`src/rtl/maze_map_engine_pkg.sv`:
```
// Shared constants for the maze map engine: default geometry, request FSM states,
// the four standard maze bitmaps and the per-map start positions.
package maze_pkg;

  localparam int TILE_PX_DEF  = 60;
  localparam int COLS_DEF     = 14;
  localparam int ROWS_DEF     = 8;
  localparam int NUM_MAPS_DEF = 4;

  typedef enum logic [1:0] {
    ST_IDLE   = 2'd0,
    ST_DIVIDE = 2'd1,
    ST_LOOKUP = 2'd2
  } req_state_e;

  // Leftmost literal bit is column 0; each map exits through the bottom row.
  localparam logic [COLS_DEF-1:0] MAP_ROM [NUM_MAPS_DEF][ROWS_DEF] = '{
    '{14'b11111111111111, 14'b10000000000001, 14'b10111011101101, 14'b10001000100001,
      14'b11101110111011, 14'b10000010000001, 14'b10111110111101, 14'b10000000000000},
    '{14'b11111111111111, 14'b10001000000001, 14'b10101011111101, 14'b10100010000101,
      14'b10111110110101, 14'b10000000100101, 14'b11111110101101, 14'b00000000100001},
    '{14'b11111111111111, 14'b10000100000001, 14'b10110101111101, 14'b10100001000001,
      14'b10101111011111, 14'b10100000010001, 14'b10111111010101, 14'b10000000000100},
    '{14'b11111111111111, 14'b10000001000001, 14'b11110000011101, 14'b10010111000001,
      14'b10010100011111, 14'b10000100000001, 14'b10111101111101, 14'b10000000000001}
  };

  localparam logic [17:0] START_X [NUM_MAPS_DEF] = '{
    {11'd80, 7'd0}, {11'd200, 7'd0}, {11'd80, 7'd0}, {11'd320, 7'd0}
  };
  localparam logic [17:0] START_Y [NUM_MAPS_DEF] = '{
    {11'd80, 7'd0}, {11'd80, 7'd0}, {11'd200, 7'd0}, {11'd140, 7'd0}
  };

endpackage

```
`src/rtl/maze_map_engine_if.sv`:
```
// Probe and scan-line request/response channels of the maze map engine.
interface maze_map_engine_if #(
  parameter int NUM_PROBES = 3,
  parameter int COORD_W    = 11,
  parameter int LINE_W     = 1696
);
  logic                          probe_valid;
  logic                          probe_ready;
  logic [NUM_PROBES*COORD_W-1:0] probe_x;
  logic [NUM_PROBES*COORD_W-1:0] probe_y;
  logic                          result_valid;
  logic [NUM_PROBES-1:0]         result_wall;
  logic                          line_valid_in;
  logic                          line_ready;
  logic [COORD_W-1:0]            line_y;
  logic                          line_valid;
  logic [LINE_W-1:0]             line_data;

  modport master (
    output probe_valid, probe_x, probe_y, line_valid_in, line_y,
    input  probe_ready, result_valid, result_wall, line_ready, line_valid, line_data
  );
  modport slave (
    input  probe_valid, probe_x, probe_y, line_valid_in, line_y,
    output probe_ready, result_valid, result_wall, line_ready, line_valid, line_data
  );
endinterface

```
`src/rtl/maze_map_engine_tile_divider.sv`:
```
// Pixel-to-tile divider: repeated subtraction of TILE_PX, one step per cycle,
// done pulses for one cycle once the remainder drops below TILE_PX.
module tile_divider #(
  parameter int TILE_PX = 60,
  parameter int COORD_W = 11
) (
  input  logic               clk,
  input  logic               rst,
  input  logic               start,
  input  logic [COORD_W-1:0] value,
  output logic               done,
  output logic [COORD_W-1:0] quotient
);
  localparam logic [COORD_W-1:0] TILE = COORD_W'(TILE_PX);

  logic [COORD_W-1:0] rem_q, rem_d, quo_q, quo_d;
  logic               busy_q, busy_d;

  always_ff @(posedge clk or posedge rst) begin
    if (rst) begin
      rem_q  <= '0;
      quo_q  <= '0;
      busy_q <= 1'b0;
    end else begin
      rem_q  <= rem_d;
      quo_q  <= quo_d;
      busy_q <= busy_d;
    end
  end

  always_comb begin
    rem_d  = rem_q;
    quo_d  = quo_q;
    busy_d = busy_q;
    if (start) begin
      rem_d  = value;
      quo_d  = '0;
      busy_d = 1'b1;
    end else if (busy_q) begin
      if (rem_q >= TILE) begin
        rem_d = rem_q - TILE;
        quo_d = quo_q + COORD_W'(1);
      end else begin
        busy_d = 1'b0;
      end
    end
  end

  assign done     = busy_q && (rem_q < TILE);
  assign quotient = quo_q;

endmodule

```
`src/rtl/maze_map_engine.sv`:
```
// Maze map engine: active-map select, probe collision queries and VGA line masks.
// Build with MAZE_MAP_WRITE_EN for a writable map store with wr_* ports.
module maze_map_engine
  import maze_pkg::*;
#(
  parameter int TILE_PX    = TILE_PX_DEF,
  parameter int H_SCALE    = 2,
  parameter int COLS       = COLS_DEF,
  parameter int ROWS       = ROWS_DEF,
  parameter int NUM_MAPS   = NUM_MAPS_DEF,
  parameter int NUM_PROBES = 3,
  parameter int COORD_W    = 11,
  parameter int X_OFFSET   = 8
) (
  input  logic                        clk,
  input  logic                        reset,
  input  logic [$clog2(NUM_MAPS)-1:0] map_sel,
  input  logic                        map_load,
  maze_map_engine_if.slave            bus,
  output logic                        win,
  output logic [17:0]                 start_x,
  output logic [17:0]                 start_y
`ifdef MAZE_MAP_WRITE_EN
  ,
  input  logic                        wr_en,
  input  logic [$clog2(NUM_MAPS)-1:0] wr_map,
  input  logic [$clog2(ROWS)-1:0]     wr_row,
  input  logic [$clog2(COLS)-1:0]     wr_col,
  input  logic                        wr_val
`endif
);
  localparam int MAP_W  = $clog2(NUM_MAPS);
  localparam int ROW_W  = $clog2(ROWS);
  localparam int COL_W  = $clog2(COLS);
  localparam int FIELD  = TILE_PX * H_SCALE;
  localparam int LINE_W = COLS * FIELD + 2 * X_OFFSET;
  localparam int NDIV   = 2 * NUM_PROBES;

  logic [MAP_W-1:0] map_q, map_d;
  logic [17:0]      start_x_q, start_x_d, start_y_q, start_y_d;
  logic [COLS-1:0]  map_rev [ROWS];  // bit c = column c of the active map

`ifdef MAZE_MAP_WRITE_EN
  logic [COLS-1:0] store_q [NUM_MAPS][ROWS];
  logic [COLS-1:0] store_d [NUM_MAPS][ROWS];

  always_comb begin
    store_d = store_q;
    if (wr_en && (int'(wr_row) < ROWS) && (int'(wr_col) < COLS))
      store_d[wr_map][wr_row][COL_W'(COLS-1) - wr_col] = wr_val;
  end

  always_ff @(posedge clk or posedge reset) begin
    if (reset) begin
      for (int m = 0; m < NUM_MAPS; m++)
        for (int r = 0; r < ROWS; r++)
          store_q[m][r] <= COLS'(MAP_ROM[m][r]);
    end else begin
      store_q <= store_d;
    end
  end
`endif

  always_comb begin
    logic [COLS-1:0] row_word;
    row_word = '0;
    for (int r = 0; r < ROWS; r++) begin
`ifdef MAZE_MAP_WRITE_EN
      row_word = store_q[map_q][r];
`else
      row_word = COLS'(MAP_ROM[map_q][r]);
`endif
      for (int c = 0; c < COLS; c++) map_rev[r][c] = row_word[COLS-1-c];
    end
  end

  // ---------------- dividers: 0..NDIV-1 probe x/y pairs, NDIV line row
  logic [COORD_W-1:0] div_val [NDIV+1];
  logic [COORD_W-1:0] div_quo [NDIV+1];
  logic [NDIV:0]      div_done, div_start;
  logic               p_start, l_start;

  for (genvar i = 0; i < NUM_PROBES; i++) begin : g_pv
    assign div_val[2*i]   = bus.probe_x[i*COORD_W +: COORD_W];
    assign div_val[2*i+1] = bus.probe_y[i*COORD_W +: COORD_W];
  end
  assign div_val[NDIV]   = bus.line_y;
  assign div_start       = {l_start, {NDIV{p_start}}};

  for (genvar k = 0; k <= NDIV; k++) begin : g_div
    tile_divider #(.TILE_PX(TILE_PX), .COORD_W(COORD_W)) u_div (
      .clk(clk), .rst(reset), .start(div_start[k]), .value(div_val[k]),
      .done(div_done[k]), .quotient(div_quo[k])
    );
  end

  // ---------------- probe channel
  req_state_e            p_st_q, p_st_d;
  logic [NDIV-1:0]       p_seen_q, p_seen_d;
  logic [NUM_PROBES-1:0] p_wall, p_exit, res_wall_q, res_wall_d;
  logic                  res_valid_q, res_valid_d, p_all_done, win_q, win_d;

  always_ff @(posedge clk or posedge reset) begin
    if (reset) p_st_q <= ST_IDLE;
    else       p_st_q <= p_st_d;
  end

  assign p_all_done = &(p_seen_q | div_done[NDIV-1:0]);

  always_comb begin
    p_st_d = p_st_q;
    case (p_st_q)
      ST_IDLE:   if (bus.probe_valid) p_st_d = ST_DIVIDE;
      ST_DIVIDE: if (p_all_done) p_st_d = ST_LOOKUP;
      ST_LOOKUP: p_st_d = ST_IDLE;
      default:   p_st_d = ST_IDLE;
    endcase
  end

  always_comb begin
    logic [COORD_W-1:0] col, row;
    bus.probe_ready = (p_st_q == ST_IDLE);
    p_start         = bus.probe_valid && (p_st_q == ST_IDLE);
    p_seen_d        = (p_st_q == ST_DIVIDE) ? (p_seen_q | div_done[NDIV-1:0]) : '0;
    p_wall          = '0;
    p_exit          = '0;
    for (int i = 0; i < NUM_PROBES; i++) begin
      col = div_quo[2*i];
      row = div_quo[2*i+1];
      if (col >= COORD_W'(COLS))      p_wall[i] = 1'b1;
      else if (row >= COORD_W'(ROWS)) p_exit[i] = 1'b1;
      else                            p_wall[i] = map_rev[row[ROW_W-1:0]][col[COL_W-1:0]];
    end
    res_valid_d = (p_st_q == ST_LOOKUP);
    res_wall_d  = (p_st_q == ST_LOOKUP) ? p_wall : res_wall_q;
    if (map_load)                             win_d = 1'b0;
    else if ((p_st_q == ST_LOOKUP) && |p_exit) win_d = 1'b1;
    else                                      win_d = win_q;
  end

  // ---------------- line channel
  req_state_e         l_st_q, l_st_d;
  logic [COORD_W-1:0] l_row;
  logic [LINE_W-1:0]  l_mask, line_data_q, line_data_d;
  logic               line_valid_q, line_valid_d;

  assign l_row = div_quo[NDIV];

  always_ff @(posedge clk or posedge reset) begin
    if (reset) l_st_q <= ST_IDLE;
    else       l_st_q <= l_st_d;
  end

  always_comb begin
    l_st_d = l_st_q;
    case (l_st_q)
      ST_IDLE:   if (bus.line_valid_in) l_st_d = ST_DIVIDE;
      ST_DIVIDE: if (div_done[NDIV]) l_st_d = ST_LOOKUP;
      ST_LOOKUP: l_st_d = ST_IDLE;
      default:   l_st_d = ST_IDLE;
    endcase
  end

  always_comb begin
    bus.line_ready = (l_st_q == ST_IDLE);
    l_start        = bus.line_valid_in && (l_st_q == ST_IDLE);
    l_mask         = '0;
    if (l_row < COORD_W'(ROWS))
      for (int c = 0; c < COLS; c++)
        l_mask[X_OFFSET + c*FIELD +: FIELD] = {FIELD{map_rev[l_row[ROW_W-1:0]][c]}};
    line_valid_d = (l_st_q == ST_LOOKUP);
    line_data_d  = (l_st_q == ST_LOOKUP) ? l_mask : line_data_q;
  end

  // ---------------- map select and datapath registers
  assign map_d     = map_load ? map_sel : map_q;
  assign start_x_d = START_X[map_q];
  assign start_y_d = START_Y[map_q];

  always_ff @(posedge clk or posedge reset) begin
    if (reset) begin
      map_q        <= '0;
      start_x_q    <= START_X[0];
      start_y_q    <= START_Y[0];
      p_seen_q     <= '0;
      res_wall_q   <= '0;
      res_valid_q  <= 1'b0;
      win_q        <= 1'b0;
      line_data_q  <= '0;
      line_valid_q <= 1'b0;
    end else begin
      map_q        <= map_d;
      start_x_q    <= start_x_d;
      start_y_q    <= start_y_d;
      p_seen_q     <= p_seen_d;
      res_wall_q   <= res_wall_d;
      res_valid_q  <= res_valid_d;
      win_q        <= win_d;
      line_data_q  <= line_data_d;
      line_valid_q <= line_valid_d;
    end
  end

  assign bus.result_valid = res_valid_q;
  assign bus.result_wall  = res_wall_q;
  assign bus.line_valid   = line_valid_q;
  assign bus.line_data    = line_data_q;
  assign win              = win_q;
  assign start_x          = start_x_q;
  assign start_y          = start_y_q;

endmodule
```
`src/flat_wrapper.sv`:
```
// flat-port wrapper written by rule: the top's interface ports become plain ports
module maze_map_engine_flat import maze_pkg::*;
#(
  parameter int TILE_PX    = TILE_PX_DEF,
  parameter int H_SCALE    = 2,
  parameter int COLS       = COLS_DEF,
  parameter int ROWS       = ROWS_DEF,
  parameter int NUM_MAPS   = NUM_MAPS_DEF,
  parameter int NUM_PROBES = 3,
  parameter int COORD_W    = 11,
  parameter int X_OFFSET   = 8
)
  (clk, reset, map_sel, map_load, win, start_x, start_y, bus_probe_valid, bus_probe_x, bus_probe_y, bus_line_valid_in, bus_line_y, bus_probe_ready, bus_result_valid, bus_result_wall, bus_line_ready, bus_line_valid, bus_line_data);
  maze_map_engine_if #(.NUM_PROBES(NUM_PROBES), .COORD_W(COORD_W)) bus_i ();
  input  logic clk;
  input  logic reset;
  input  logic [$clog2(NUM_MAPS)-1:0] map_sel;
  input  logic map_load;
  output logic win;
  output logic [17:0] start_x;
  output logic [17:0] start_y;
  input wire logic [$bits(bus_i.probe_valid)-1:0] bus_probe_valid;
  input wire logic [$bits(bus_i.probe_x)-1:0] bus_probe_x;
  input wire logic [$bits(bus_i.probe_y)-1:0] bus_probe_y;
  input wire logic [$bits(bus_i.line_valid_in)-1:0] bus_line_valid_in;
  input wire logic [$bits(bus_i.line_y)-1:0] bus_line_y;
  output wire logic [$bits(bus_i.probe_ready)-1:0] bus_probe_ready;
  output wire logic [$bits(bus_i.result_valid)-1:0] bus_result_valid;
  output wire logic [$bits(bus_i.result_wall)-1:0] bus_result_wall;
  output wire logic [$bits(bus_i.line_ready)-1:0] bus_line_ready;
  output wire logic [$bits(bus_i.line_valid)-1:0] bus_line_valid;
  output wire logic [$bits(bus_i.line_data)-1:0] bus_line_data;
  assign bus_i.probe_valid = bus_probe_valid;
  assign bus_i.probe_x = bus_probe_x;
  assign bus_i.probe_y = bus_probe_y;
  assign bus_i.line_valid_in = bus_line_valid_in;
  assign bus_i.line_y = bus_line_y;
  assign bus_probe_ready = bus_i.probe_ready;
  assign bus_result_valid = bus_i.result_valid;
  assign bus_result_wall = bus_i.result_wall;
  assign bus_line_ready = bus_i.line_ready;
  assign bus_line_valid = bus_i.line_valid;
  assign bus_line_data = bus_i.line_data;
  maze_map_engine #(.TILE_PX(TILE_PX), .H_SCALE(H_SCALE), .COLS(COLS), .ROWS(ROWS), .NUM_MAPS(NUM_MAPS), .NUM_PROBES(NUM_PROBES), .COORD_W(COORD_W), .X_OFFSET(X_OFFSET)) u_core (.clk(clk), .reset(reset), .map_sel(map_sel), .map_load(map_load), .bus(bus_i), .win(win), .start_x(start_x), .start_y(start_y));
endmodule
```
`config.mk`:
```
export PLATFORM = sky130hd
export DESIGN_NAME = maze_map_engine_flat
export DESIGN_NICKNAME = d
export VERILOG_FILES = /design/src/rtl/maze_map_engine_pkg.sv /design/src/rtl/maze_map_engine_if.sv /design/src/rtl/maze_map_engine_tile_divider.sv /design/src/rtl/maze_map_engine.sv /design/src/flat_wrapper.sv
export SDC_FILE = /design/constraint.sdc
export NUM_CORES = 1
export LEC_CHECK = 0
export CORE_AREA = 2 2 702 704
export CTS_CLUSTER_SIZE = 12
export DETAILED_ROUTE_END_ITERATION = 10
export DIE_AREA = 0 0 704 706
export SLEW_MARGIN = 0
export SYNTH_ARGS = -nofsm -noshare
export SYNTH_HDL_FRONTEND = slang
export SYNTH_SLANG_ARGS = --single-unit
```
`constraint.sdc`:
```
create_clock -name clk -period 8.1 [get_ports clk]
set_input_delay 1.215 -clock clk [delete_from_list [all_inputs] [get_ports clk]]
set_output_delay 1.215 -clock clk [all_outputs]
set_load 0.02 [all_outputs]
```
==> out/qor.txt <==
Mean routed wirelength per cell - 9.03 um
Largest area contributor in the netlist - buf_4
Area grow syn2layout - 57.1%
Worst path arrival time - 3.17 ns
DRT antenna net count - 0
Place WS - 4.11 ns
I/O pin total - 1,824
Vias in the first global route - 15,200
Mapped Cells - 3,006
Achievable Freq - 228 MHz
H-tree levels - 4
PostCTS Resize Cnt - 0
IO buf count - 1,780
CP peak stage delay - 0.85 ns
Multi-input logic area - 0.00616 mm2
Reg2reg start - u_core.map_q[0]
Reg area - 0.00504 mm2
Final WS setup - 3.72 ns
Post-synthesis sequential area ratio - 20.5%
Commonest cells post-synth - buf_4 (1,712), nand2_1 (199), dfrtp_1 (196)
Period utilisation layout - 54.1%
Fin Setup TNS - 0 ns
CTS Sinks - 199
RSZ-0062 raised after global routing - false
CORE AREA - 0.489 mm2
Site Rows - 257
Status - finished clean
Die height - 706 um
Setup bufs post-CTS - 0
Clock root buffer - clkbuf_16
Via density - 1.76
Remaining Overflow, GRT - 0
CP max FO - 110
Seq cells post-synth - 199
DP HPWL - 66,300 um
Setup violators final - 0
Worst skew pair latency - 0.57 ns
Pwr Density - 136 mW/mm2
VDD IR max - 0.000155 V
Die Wd - 704 um
Bufs and invs on worst path - 2
Reg2reg end - u_core.bus.result_wall[0]
First-pass GRT wire length - 115,000 um
CTS tree - built
Drc violations - 0
WL final - 86,400 um
R2R cell count - 10
Min-delay src - u_core.g_div[4].u_div.rem_q[1]
Yosys top cell area share - 53.0%
Cell with the most instances after synthesis - buf_4
Synth Warn # - 0
Largest net degree at the start of global routing - 144
Worst Setup SP - u_core.bus.line_data[127]
LEAKAGE - 0.0114 uW
Initial Util - 4.96%
All-Layer GR Usage - 3.13%
Vias - 16,800
Max-slew violation total from the final report - 0
CTS max path bufs - 3
Hold WC Path Type - flip-flop to flip-flop
Fin crit period - 4.38 ns
Post-synth ARST share - 100%
Post-Syn Area - 0.0243 mm2
Critical Path Source Type - flip-flop
Nets - 3,193
Drt initial violations - 954
Critical Path, Cell by Cell - buf_4, clkdlybuf4s50_1
# fillers - 56,800
CTS clk-pin slew, worst paths - 0.12 ns
Yosys cell types - 74
Max Cap Viol - 0
Share of layout cells above drive strength 1 - 3.59%
Slowest cell on crit path - buf_4
Slew headroom - 21.5%
Reg2Reg Setup Slack - 4.80 ns
# hold bufs at CTS - 0
Kind of critical path - flip-flop to output pin
Ys flop type - dfrtp_1
Post-synth EDFFs - 0
Initial antenna violation count - 17
Final Hold Vio Count - 0
Avg Synthesized Cell Area - 8.07 um2
Initial DRT Pass Iterations - 5
Critical path's top delay family - buffers and inverters
Clock Skews - 0.0588 ns
Worst Max-Slew Pin Slew - 1.18 ns
Worst EP required - 6.88 ns
Synth area leaders - buf_4 (53%), dfrtp_1 (20%), nand2_1 (3.1%)
CTS buffer count - 21
Hold endpoint - u_core.g_div[4].u_div.rem_q[1]
Hold Slack - 0.482 ns
Worst hold path depth - 2
Routability cong. - 0.714
Die area - 0.497 mm2
Worst Setup End Kind - output pin
==> where the power goes <==
group / leakage, uW / total, uW / internal, uW / switching [uW]
clock: 0.000328 / 1150 / 563 / 585
sequential: 0.00247 / 1960 / 1360 / 595
combinational: 0.00857 / 2080 / 899 / 1190
total: 0.0114 / 5190 / 2820 / 2370
==> cell families after synthesis <==
kind of cell    synth area share (%)
mux                            0.815
compound gates                  7.18
flops                           20.5
simple gates                    10.7
other cells                   0.0310
xor+xnor                        4.26
fa+ha+maj                       1.60
buf+inv                         54.9
==> flip-flops by register name, summed over array words and instances (netlist names), 3 cells and up <==
name / flops
u_core.g_div.u_div.rem_q: 77
u_core.g_div.u_div.quotient: 77
u_core.p_seen_q: 6
u_core.g_div.u_div.busy_q: 7
u_core.bus.result_wall: 3
u_core.start_y: 4
u_core.bus.line_data: 14
==> layout make-up <==
type | instances | share of cell area (%)
timing repair buffer | 1806 | 47.3
tap | 6475 | 21.3
multi-input combinational | 1022 | 16.2
sequential | 199 | 13.2
clock buffer | 22 | 1.41
clock inverter | 11 | 0.368
inverter | 28 | 0.295
antenna | 5 | 0.0328
==> worst min-delay path, cell delays in order, from the launching register on <==
cell     delay (ns)
dfrtp_1        0.36
nand2_1        0.05
nand2_1        0.05
==> layout by cell type (no fill, tap or decap), types with 8 or more instances in the layout <==
master	synthesis	routed
or3_1	13	13
nor2b_1	8	8
a22o_1	8	8
conb_1	2	43
or2_2	8	8
inv_1	27	26
xor2_1	67	67
buf_4	1712	26
nor3_1	32	31
nand3_1	45	45
nor4_1	27	26
clkbuf_16	0	21
a31oi_1	9	9
o211ai_1	10	10
a21oi_1	55	54
clkdlybuf4s50_1	0	1777
a211oi_1	12	12
dfrtp_1	196	182
mux2i_1	13	13
and3_1	14	14
o21ai_0	94	94
and4_1	10	10
nand4_1	24	24
nand2b_1	14	13
dfrtp_4	0	14
ha_1	31	29
nor2_1	117	117
nand2_1	199	198
xnor2_1	51	51
==> through the flow <==
step / cells / util [%] / power, uW / instance area (um2)
4_1_cts: 9563 / 7.79 / 5330 / 38100
2_1_floorplan: 3047 / - / 3420 / 24400
6_report: 9568 / 7.79 / 5190 / 38100
3_5_place_dp: 9530 / 7.65 / 4090 / 37400
3_3_place_gp: 9530 / 7.65 / 4050 / 37400
5_1_grt: 9566 / 7.79 / 5650 / 38100
==> worst max path at each step <==
stage	to	slack (ns)	cells after the start
global route	bus_line_data[86]	3.44	2
global placement	bus_line_data[17]	4.16	2
CTS	bus_line_data[77]	3.49	2
finish	bus_line_data[64]	3.72	2
floorplan	u_core.bus.line_data[1087]	1.46	1
detailed placement	bus_line_data[77]	4.11	2
==> routing by layer <==
layer | track usage (%) | part of all wire, %
met1 | 3.65 | 41
met2 | 5.86 | 52
met3 | 0.553 | 5.5
met4 | 0.784 | 1.6
met5 | 0 | 0
Power figures use the tool's default switching activity.
